[config.mk]
export PLATFORM = sky130hd
export DESIGN_NAME = team_06_delay_line_controller
export DESIGN_NICKNAME = d
export VERILOG_FILES = /design/src/rtl/team_06_delay_line_controller.sv
export SDC_FILE = /design/constraint.sdc
export NUM_CORES = 1
export LEC_CHECK = 0
export CORE_AREA = 8 8 129 131
export DETAILED_ROUTE_END_ITERATION = 12
export DIE_AREA = 0 0 137 139
export SYNTH_ARGS = -nofsm -noshare
export SYNTH_HDL_FRONTEND = slang
export SYNTH_SLANG_ARGS = --single-unit
[constraint.sdc]
create_clock -name clk -period 5.25 [get_ports clk]
set_input_delay 1.575 -clock clk [delete_from_list [all_inputs] [get_ports clk]]
set_output_delay 1.575 -clock clk [all_outputs]
set_load 0.03 [all_outputs]
[src/rtl/team_06_delay_line_controller.sv]
// Delay-line sequencer: once per audio sample, reads the delayed sample from a circular SRAM buffer
// and writes the new sample back at the head. The buffer is zero-filled whenever an effect is entered.
module team_06_delay_line_controller #(
   parameter int ADDR_W       = 13,
   parameter int ECHO_DELAY   = 6000,
   parameter int REVERB_DELAY = 1500
) (
   input  logic              clk,
   input  logic              rst,
   input  logic [2:0]        sel,
   input  logic              finished,
   input  logic [7:0]        save_audio,
   input  logic [7:0]        mem_rdata,
   input  logic              mem_done,
   output logic              search,
   output logic              record,
   output logic [ADDR_W-1:0] offset,
   output logic [7:0]        mem_wdata,
   output logic [7:0]        past_output,
   output logic              past_valid,
   output logic              overrun
);

   localparam logic [2:0]        SEL_ECHO   = 3'b010;
   localparam logic [2:0]        SEL_REVERB = 3'b100;
   localparam logic [ADDR_W-1:0] ECHO_D     = ADDR_W'(ECHO_DELAY);
   localparam logic [ADDR_W-1:0] REVERB_D   = ADDR_W'(REVERB_DELAY);
   localparam logic [ADDR_W-1:0] LAST_ADDR  = '1;

   typedef enum logic [2:0] {IDLE, READ, CAPTURE, WRITE, CLEAR} state_t;

   state_t            state, state_next;
   logic [ADDR_W-1:0] wr_ptr, clr_ptr, rd_addr;
   logic [7:0]        past_reg, wdata_reg;
   logic [2:0]        prev_sel;
   logic              pending, clear_req, overrun_reg;

   logic active, sel_change, in_chain, clear_done;

   assign active     = (sel == SEL_ECHO) || (sel == SEL_REVERB);
   assign sel_change = (sel != prev_sel);
   assign in_chain   = (state == READ) || (state == CAPTURE) || (state == WRITE);
   assign clear_done = (state == CLEAR) && mem_done && (clr_ptr == LAST_ADDR);

   always_comb begin
      state_next = state;
      case (state)
         IDLE: begin
            if (clear_req)
               state_next = CLEAR;
            else if (active && (finished || pending))
               state_next = READ;
         end
         READ:    if (mem_done) state_next = CAPTURE;
         CAPTURE: state_next = WRITE;
         WRITE:   if (mem_done) state_next = IDLE;
         CLEAR:   if (clear_done) state_next = IDLE;
         default: state_next = IDLE;
      endcase
   end

   // The read address is latched on entry to READ so a sel change mid-request cannot move it.
   always_ff @(posedge clk or negedge rst) begin
      if (!rst) begin
         state       <= IDLE;
         wr_ptr      <= '0;
         clr_ptr     <= '0;
         rd_addr     <= '0;
         past_reg    <= '0;
         wdata_reg   <= '0;
         prev_sel    <= '0;
         pending     <= 1'b0;
         clear_req   <= 1'b0;
         overrun_reg <= 1'b0;
      end else begin
         state    <= state_next;
         prev_sel <= sel;

         if (state == IDLE && state_next == READ)
            rd_addr <= wr_ptr - ((sel == SEL_REVERB) ? REVERB_D : ECHO_D);

         if (state == IDLE && state_next == CLEAR)
            clr_ptr <= '0;
         else if (state == CLEAR && mem_done)
            clr_ptr <= clr_ptr + ADDR_W'(1);

         if (state == READ && mem_done)
            past_reg <= mem_rdata;
         else if (state == CLEAR)
            past_reg <= '0;

         if (state == CAPTURE)
            wdata_reg <= save_audio;

         if (state == WRITE && mem_done)
            wr_ptr <= wr_ptr + ADDR_W'(1);
         else if (clear_done)
            wr_ptr <= '0;

         if (sel_change && active)
            clear_req <= 1'b1;
         else if (clear_done)
            clear_req <= 1'b0;

         if (!active || state == CLEAR)
            pending <= 1'b0;
         else if (finished && in_chain)
            pending <= 1'b1;
         else if (state == IDLE && state_next == READ)
            pending <= 1'b0;

         if (sel_change)
            overrun_reg <= 1'b0;
         else if (active && finished && in_chain && pending)
            overrun_reg <= 1'b1;
      end
   end

   always_comb begin
      search      = (state == READ);
      record      = (state == WRITE) || (state == CLEAR);
      past_valid  = (state == CAPTURE);
      overrun     = overrun_reg;
      past_output = (state == CLEAR) ? 8'h00 : past_reg;
      mem_wdata   = (state == CLEAR) ? 8'h00 : wdata_reg;
      case (state)
         READ:    offset = rd_addr;
         WRITE:   offset = wr_ptr;
         CLEAR:   offset = clr_ptr;
         default: offset = '0;
      endcase
   end

endmodule

==> results, run 1 <==
- The number of gates given a new drive strength after cts is 0.
- The count of input and output buffers is 55.
- The buffer depth of the longest clock path is 2.
- In this run the mean area of a mapped cell was 9.828 um^2.
- The combinational family with the most area after synthesis is simple AND/OR/NAND/NOR gates.
- Dividing the detail-routed wire length by the instance count gives 14.43 um.
- The nature of the critical path startpoint is a flip-flop.
- After technology mapping, the gate count stands at 365.
- Of the total synthesized cell area, the portion taken by full adders, half adders and majority gates is 3.000%.
- The total routing usage reported by global routing is 9.739%.
- The largest net degree at the start of global routing is 41.
- After detailed routing, the number of remaining DRC violations is 0.
- For this design the static power due to leakage is 1.932 nW.
- The die boundary width is 137 um.
- VDD sags by at most 0.1410 mV.
- The count of unique library cells instantiated by Yosys is 47.
- The count of TritonRoute iterations in the first routing pass is 4.
- The first global-routing pass estimated 14,580 um of wire.
- Setup total negative slack on the finished layout was measured at 0 ns.
- The flow ran to the end, and the final reports show no timing, DRC or antenna violations.
- Yosys printed 0 warnings.
- The area growth from synthesis to layout is 29.68%.
- Summing the areas of all xor and xnor instances in the mapped netlist gives 7.081% of the synthesized area.
- The arrival time reported for the critical path endpoint is 2.88 ns.
- The tree is rooted in a clkbuf_16.
- The latest clock arrival within the worst-skew pair is 0.33 ns.
- The floorplan step defined a core boundary enclosing 0.01475 mm^2.
- The mapped netlist covers 0.003587 mm^2.
- The global route total overflow is 0.
- The measured slew at the worst slew-check pin is 0.8946 ns.
- The worst pin sits at a relative slew slack of 40.36%.
- The synthesized net count is 396.
- The type of the worst setup path is flip-flop to output port.
- The fraction of the core area covered by cells at the end of the flow is 31.54%.
- The largest registers in the layout are clr_ptr x13, rd_addr x13, wr_ptr x13.
- The initial antenna violation count was 0.
- In this run, the number of DRC markers left after iteration 0 of detailed routing was 179.
- The flop and latch count out of synthesis is 64.
- The number of post-CTS setup repair buffers is 0.
- After layout, the minimum clock period comes to 4.460 ns.
- Summing the areas of all and, or, nand and nor instances in the mapped netlist gives 22.88% of the synthesized area.
- Setup repair after global routing left no endpoint under its margin.
- The number of ports placed on the die boundary is 56.
- The count of flip-flops with a built-in enable after synthesis is 0.
- Cells with a size suffix above 1 make up 11.88% of the layout.
- Measured against the total synthesized area, the mux share comes to 9.243%.
- The share of the Yosys chip area taken by registers is 44.65%.
- The part of the cycle the worst path needs is 84.95%.
- The routed layout has 2,743 vias.
- Buffers inserted during clock tree synthesis total 9.
- The number of core rows is 45.
- The starting utilization of the core area is 24.32%.
- The compound-gate portion of the synthesized area is 9.418%.
- The setup skew after layout is 0.005826 ns.
- The clock sink count is 64.
- The count of final setup violators is 0.
- The clock-pin transition on the worst setup and hold timing paths is 0.06 ns.
- TritonCTS built the clock tree.
- The placed wire-length estimate after detailed placement is 6533 um.
- For this design, the CTS-stage hold fixing added 0 buffers.
- The antenna violation net count after detailed routing is 0.
- STA classifies the critical path endpoint as an output port.
- Measured along the y axis, the die boundary spans 139 um.
- The total die area is 0.01904 mm^2.
- After detailed routing, the total wire length is 8790 um.
- The final hold violation count is 0.
- The number of max-slew violations in the final report was 0.
- For this design the ratio of total power to cell area is 401.3 mW/mm^2.
- The final estimated routing congestion in global placement is 0.8812.
- The most used flip-flop cell after synthesis is dfrtp_1.
- Fill cells in the final layout number 1,505.
- In the synthesized netlist the async set-or-reset flop fraction comes to 100.0%.
- The top fanout value on the critical path is 21.
- The number of vias per cell after detailed routing is 4.504.
- The completed layout was analyzed and its total power is 1.867 mW.
- CTS built an H-tree with a depth of 3.
- The number of global-route vias before repair was 2,817.
- The net count of the finished layout is 447.
- The number of max-cap violations is 0.
- For the worst setup path, the data required time is 3.68 ns.
- The path category of the worst min-delay check is flip-flop to flip-flop.
- The maximum frequency from static timing analysis is 0.2242 GHz.
- The number of antenna diodes in the final layout is 0.
[logic make-up after synthesis]
group,after synthesis
flip-flops,64
AO/OA/AOI/OAI,59
adder cells (fa/ha/maj),8
XOR/XNOR,29
buffers and inverters,27
AND/OR/NAND/NOR,147
multiplexers,31
[per-stage QoR]
stage,setup WS (ns),hold WS [ns],instance area [um^2],instances
detailed placement,1.114,0.4722,4298,593
global placement,1.178,0.4597,4298,593
floorplan,1.729,0.4450,3587,365
global route,0.5784,0.5126,4652,609
finish,0.7903,0.4787,4652,609
CTS,0.7504,0.4855,4652,609
[area by class of cell]
type | count | area [um^2] | share of cell area [%]
repair buffers | 60 | 583.1 | 12.53
inverters | 7 | 26.28 | 0.5648
clock inverters | 6 | 115.1 | 2.474
multi-input cells | 274 | 1852 | 39.81
clock buffers | 10 | 239.0 | 5.137
flip-flops and latches | 64 | 1602 | 34.43
well taps | 188 | 235.2 | 5.056
[metal layers]
layer,part of all wire [%],track usage (%),vias up
met1,46,11.79,1324
met4,1.1,3.432,0
met3,4.3,3.116,6
li1,-,-,1360
met5,0,0,-
met2,49,15.78,53
[cells in the mapped netlist (2+ instances only)]
| library cell | instances | share of area (%) |
|---|---|---|
| a211o_1 | 2 | 0.49 |
| a211oi_1 | 2 | 0.42 |
| a21o_1 | 2 | 0.42 |
| a21oi_1 | 10 | 1.4 |
| a31oi_1 | 7 | 1.2 |
| and2_1 | 2 | 0.35 |
| and2b_1 | 2 | 0.42 |
| and3_1 | 3 | 0.52 |
| and4_1 | 2 | 0.49 |
| buf_2 | 8 | 1.1 |
| buf_4 | 4 | 0.84 |
| clkbuf_1 | 6 | 0.63 |
| dfrtp_1 | 64 | 45 |
| ha_1 | 7 | 2.4 |
| inv_1 | 7 | 0.73 |
| mux2_2 | 17 | 5.3 |
| mux2i_1 | 14 | 3.9 |
| nand2_1 | 48 | 5.0 |
| nand2b_1 | 2 | 0.35 |
| nand3_1 | 21 | 2.9 |
| nand4_1 | 6 | 1.0 |
| nor2_1 | 26 | 2.7 |
| nor2b_1 | 14 | 2.4 |
| nor3_1 | 4 | 0.56 |
| nor3_4 | 3 | 1.4 |
| nor3b_1 | 4 | 0.84 |
| o21ai_0 | 31 | 4.3 |
| xnor2_1 | 13 | 3.2 |
| xor2_1 | 16 | 3.9 |
[critical path: stages (launching register included)]
cell and delay [ns]:
dfrtp_1 0.66, nor3b_4 0.76, buf_4 0.32, and2b_1 0.21
clkdlybuf4s50_1 0.59
[layout by cell type (no fill, tap or decap), types with 2 or more instances in the layout]
| cell type | n |
|---|---|
| inv_1 | 7 |
| nor2_1 | 26 |
| buf_4 | 5 |
| and4_1 | 2 |
| a21oi_1 | 10 |
| nor2b_1 | 14 |
| nand2b_1 | 2 |
| nand4_1 | 6 |
| a211oi_1 | 2 |
| o21ai_0 | 31 |
| a211o_1 | 2 |
| mux2i_1 | 14 |
| ha_1 | 7 |
| nor3b_1 | 4 |
| clkbuf_16 | 9 |
| xnor2_1 | 13 |
| nand2_1 | 48 |
| a21o_1 | 2 |
| and2b_1 | 2 |
| xor2_1 | 16 |
| clkdlybuf4s50_1 | 54 |
| nor3_1 | 4 |
| bufinv_16 | 3 |
| and3_1 | 3 |
| a31oi_1 | 7 |
| and2_1 | 2 |
| nor3_4 | 3 |
| nand3_1 | 21 |
| mux2_2 | 17 |
| dfrtp_1 | 64 |
[worst paths after layout]
check | startpoint | endpoint | slack, ns | cells past startpoint
worst max-delay path | state[2] | past_output[1] | 0.79 | 4
worst min-delay path | rd_addr[12] | rd_addr[12] | 0.48 | 2
worst max register to register | state[2] | past_reg[1] | 2.92 | 4
worst min register to register | rd_addr[12] | rd_addr[12] | 0.48 | 2
max in group asynchronous | rst | past_reg[2] | 3.01 | 2
min in group asynchronous | rst | clr_ptr[8] | 1.36 | 1
[report_power, final]
| part | total (mW) | internal (mW) | leakage, nW | switching [mW] |
|---|---|---|---|---|
| clock network | 0.704 | 0.479 | 0.169 | 0.225 |
| registers | 0.625 | 0.561 | 0.851 | 0.0635 |
| logic | 0.538 | 0.228 | 0.912 | 0.310 |
Power figures use the tool's default switching activity.
==> inputs of run 2 (changes only) <==
Clock period 5.25 ns to 3.8 ns, I/O delays scaled along.
==> run 2 against run 1 <==
Against the previous run:
- global-route usage decreased by 0.093 points
- final area decreased by 1.0%
- power increased by 28%
- non-clock buffer count increased by 6
- final cell count increased by 0.99%
- clock power increased by 11%
- first-iteration DRC count increased by 1.7%
- critical path depth decreased by 1
- clock-buffer cell count increased by 2
- critical path type unchanged
- largest power group is now registers
==> results, run 2 (same netlist as run 1, synthesis figures left out) <==
- The launch point of the worst path is state[2].
- The fraction of power spent switching nets is 34.41%.
- The number of max-slew violations in the final report came to 0.
- The root buffer cell is clkbuf_16.
- The latest clock arrival within the worst-skew pair is 0.33 ns.
- Once the clock tree was built, the setup fixing pass inserted 0 buffers.
- The sequential standard cell area is 0.001602 mm^2.
- The logic depth of the worst setup path including buffers is 3.
- The initial antenna violation count is 0.
- The critical path goes through or2b_1, o21ai_0, clkdlybuf4s50_1.
- The part of the cycle the worst path needs is 92.07%.
- The endpoint identified for the worst register-to-register timing path is rd_addr[12].
- The worst setup path is launched from a flip-flop.
- The largest registers in the layout are clr_ptr x13, rd_addr x13, wr_ptr x13.
- The clock sink count is 64.
- The largest single stage delay on the critical path is 0.71 ns.
- The maximum frequency from static timing analysis is 0.2858 GHz.
- The net count of the finished layout is 453.
- The number of buffers added by the clock tree synthesis step is 9.
- The CTS tree is built.
- Setup violations remaining at the end of the flow were counted as 0.
- The min-delay analysis places its worst path in the category flip-flop to flip-flop.
- The setup path with the least slack is of type flip-flop to output port.
- The number of vias per cell after detailed routing is 4.585.
- The worst register-to-register path begins at wr_ptr[2].
- Clock-pin slew was measured on the worst setup and hold paths at 0.05 ns.
- The final estimated routing congestion in global placement is 0.8188.
- The required time of the critical path is 2.66 ns.
- Together, buffers and inverters on the worst path number 1.
- The fraction of the core area covered by cells at the end of the flow is 31.22%.
- The die boundary width is 137 um.
- The most frequent standard cell in the layout excluding fill and tap cells is dfrtp_1.
- The number of core rows is 45.
- The number of gates given a new drive strength after cts is 0.
- The total negative slack for setup checks is 0 ns.
- Power comes to 2.396 mW.
- The tightest hold path in the finished design has a slack of 0.4784 ns.
- The post-route netlist has 16.16% of its cells at a drive strength greater than 1.
- The placed instance count is 599.
- The pre-antenna-repair detailed-routing pass consisted of 4 iterations.
- Once the floorplan was initialized, standard cells occupied 24.32% of the core.
- The category of cells accounting for the largest share of critical-path delay is buffers and inverters.
- The final hold violation count is 0.
- In this run the power density over the cells is 520.2 mW/mm^2.
- Setup repair after global routing left no endpoint under its margin.
- The DRC marker count from the first detailed-route iteration is 182.
- The antenna violation net count after detailed routing is 0.
- The die is 139 um tall.
- For the final database, setup skew stands at 0.007794 ns.
- STA puts the critical path data arrival time at 2.36 ns.
- In the layout the commonest cells are dfrtp_1 (64), nand2_1 (48), clkdlybuf4s50_1 (40).
- Registers are responsible for 36.2% of the overall power.
- STA classifies the critical path endpoint as an output port.
- The shortest period the worst path allows is 3.499 ns.
- The slowest stage of the critical path belongs to the cell clkdlybuf4s50_1.
- The non-filler instance count after layout is 615.
- The depth of the CTS H-tree is 3.
- The total non-filler cell area in the finished layout is 0.004606 mm^2.
- The number of max-cap violations is 0.
- The worst register-to-register path has a setup slack of 1.67 ns.
- The die covers 0.01904 mm^2.
- The leakage power is 1.958 nW.
- The detailed-route wire length per cell is 14.46 um.
- Compared with the post-synthesis result, the final layout area differs by 28.39%.
- The measured slew at the worst slew-check pin is 0.7886 ns.
- The HPWL after detailed placement is 6781 um.
- The total via count in the routed design is 2,820.
- The combined area of the multi-input logic cells is 0.001852 mm^2.
- The number of hold buffers added after CTS was 0.
- The final-layout fill cell count is 1,514.
- Of all nets on the critical path, the largest fanout is 14.
- The number of antenna diodes in the final layout is 0.
- In the routed design, unresolved DRC markers number 0.
- The worst setup slack after layout is 0.3013 ns.
- The count of input and output buffers is 55.
- The core box area is 0.01475 mm^2.
- In this run the worst setup path terminates at offset[3].
- The number of global-route vias before repair is 2,881.
- The internal power summed over all cells is 1.571 mW.
- Entering global routing, the biggest net connects 35 pins.
- The worst slew margin relative to its limit is 47.43%.
- The peak supply drop is 0.1534 mV.
- At the placement stage, the worst setup path has a slack of 0.1600 ns.
- The number of cells on the worst reg-to-reg path is 8.
- Global routing consumed, over all layers together, 9.645% of the routing resources.
- The run finished with clean final reports.
- For this run the aggregate overflow at the end of global routing stands at 0.
- The switching power of the nets is 0.8243 mW.
- During I/O placement, the number of pins put on the boundary was 56.
- The first global-routing pass estimated 14,480 um of wire.
- The total wire length is 8890 um.
- Of the total power, the clock network draws 32.6%.
- The buffer depth of the longest clock path is 2.
- After detailed placement, the total cell area comes to 0.004320 mm^2.
- The part of the total power dissipated in combinational logic is 31.2%.
## run 2: area by class of cell
class                   count  area share, %
repair buffers             66          13.15
well taps                 188          5.107
clock inverters             4         0.6248
flip-flops and latches     64          34.77
clock buffers              12          5.569
multi-input cells         274          40.21
inverters                   7         0.5705
## run 2: layer usage
metal | track usage, % | vias up | wire (um)
li1 | - | 1375 | -
met1 | 11.47 | 1367 | 3912
met2 | 15.93 | 66 | 4360
met3 | 2.609 | 12 | 461
met4 | 4.005 | 0 | 156
met5 | 0 | - | 0
## run 2: worst min-delay path by stage
stage / start / endpoint / slack, ns / cells past startpoint
final: rd_addr[1] / rd_addr[1] / 0.48 / 2
after global routing: rd_addr[3] / rd_addr[3] / 0.51 / 2
after CTS: rd_addr[1] / rd_addr[1] / 0.48 / 2
after detailed placement: rd_addr[1] / rd_addr[1] / 0.46 / 2
after global placement: rd_addr[1] / rd_addr[1] / 0.46 / 2
after floorplan: rd_addr[0] / rd_addr[0] / 0.45 / 2
## run 2: tightest hold or removal path, stage by stage (launching register included)
cell	delay (ns)
dfrtp_1	0.34
nand2_1	0.05
nand2_1	0.05
## run 2: power by group through the flow
| stage | combinational (mW) | sequential [mW] | clock, mW |
|---|---|---|---|
| finish | 0.747 | 0.868 | 0.781 |
| global placement | 0.747 | 0.873 | 0 |
| CTS | 0.762 | 0.867 | 0.804 |
| floorplan | 0.553 | 0.829 | 0 |
| global route | 0.812 | 0.881 | 0.828 |
| detailed placement | 0.760 | 0.879 | 0 |
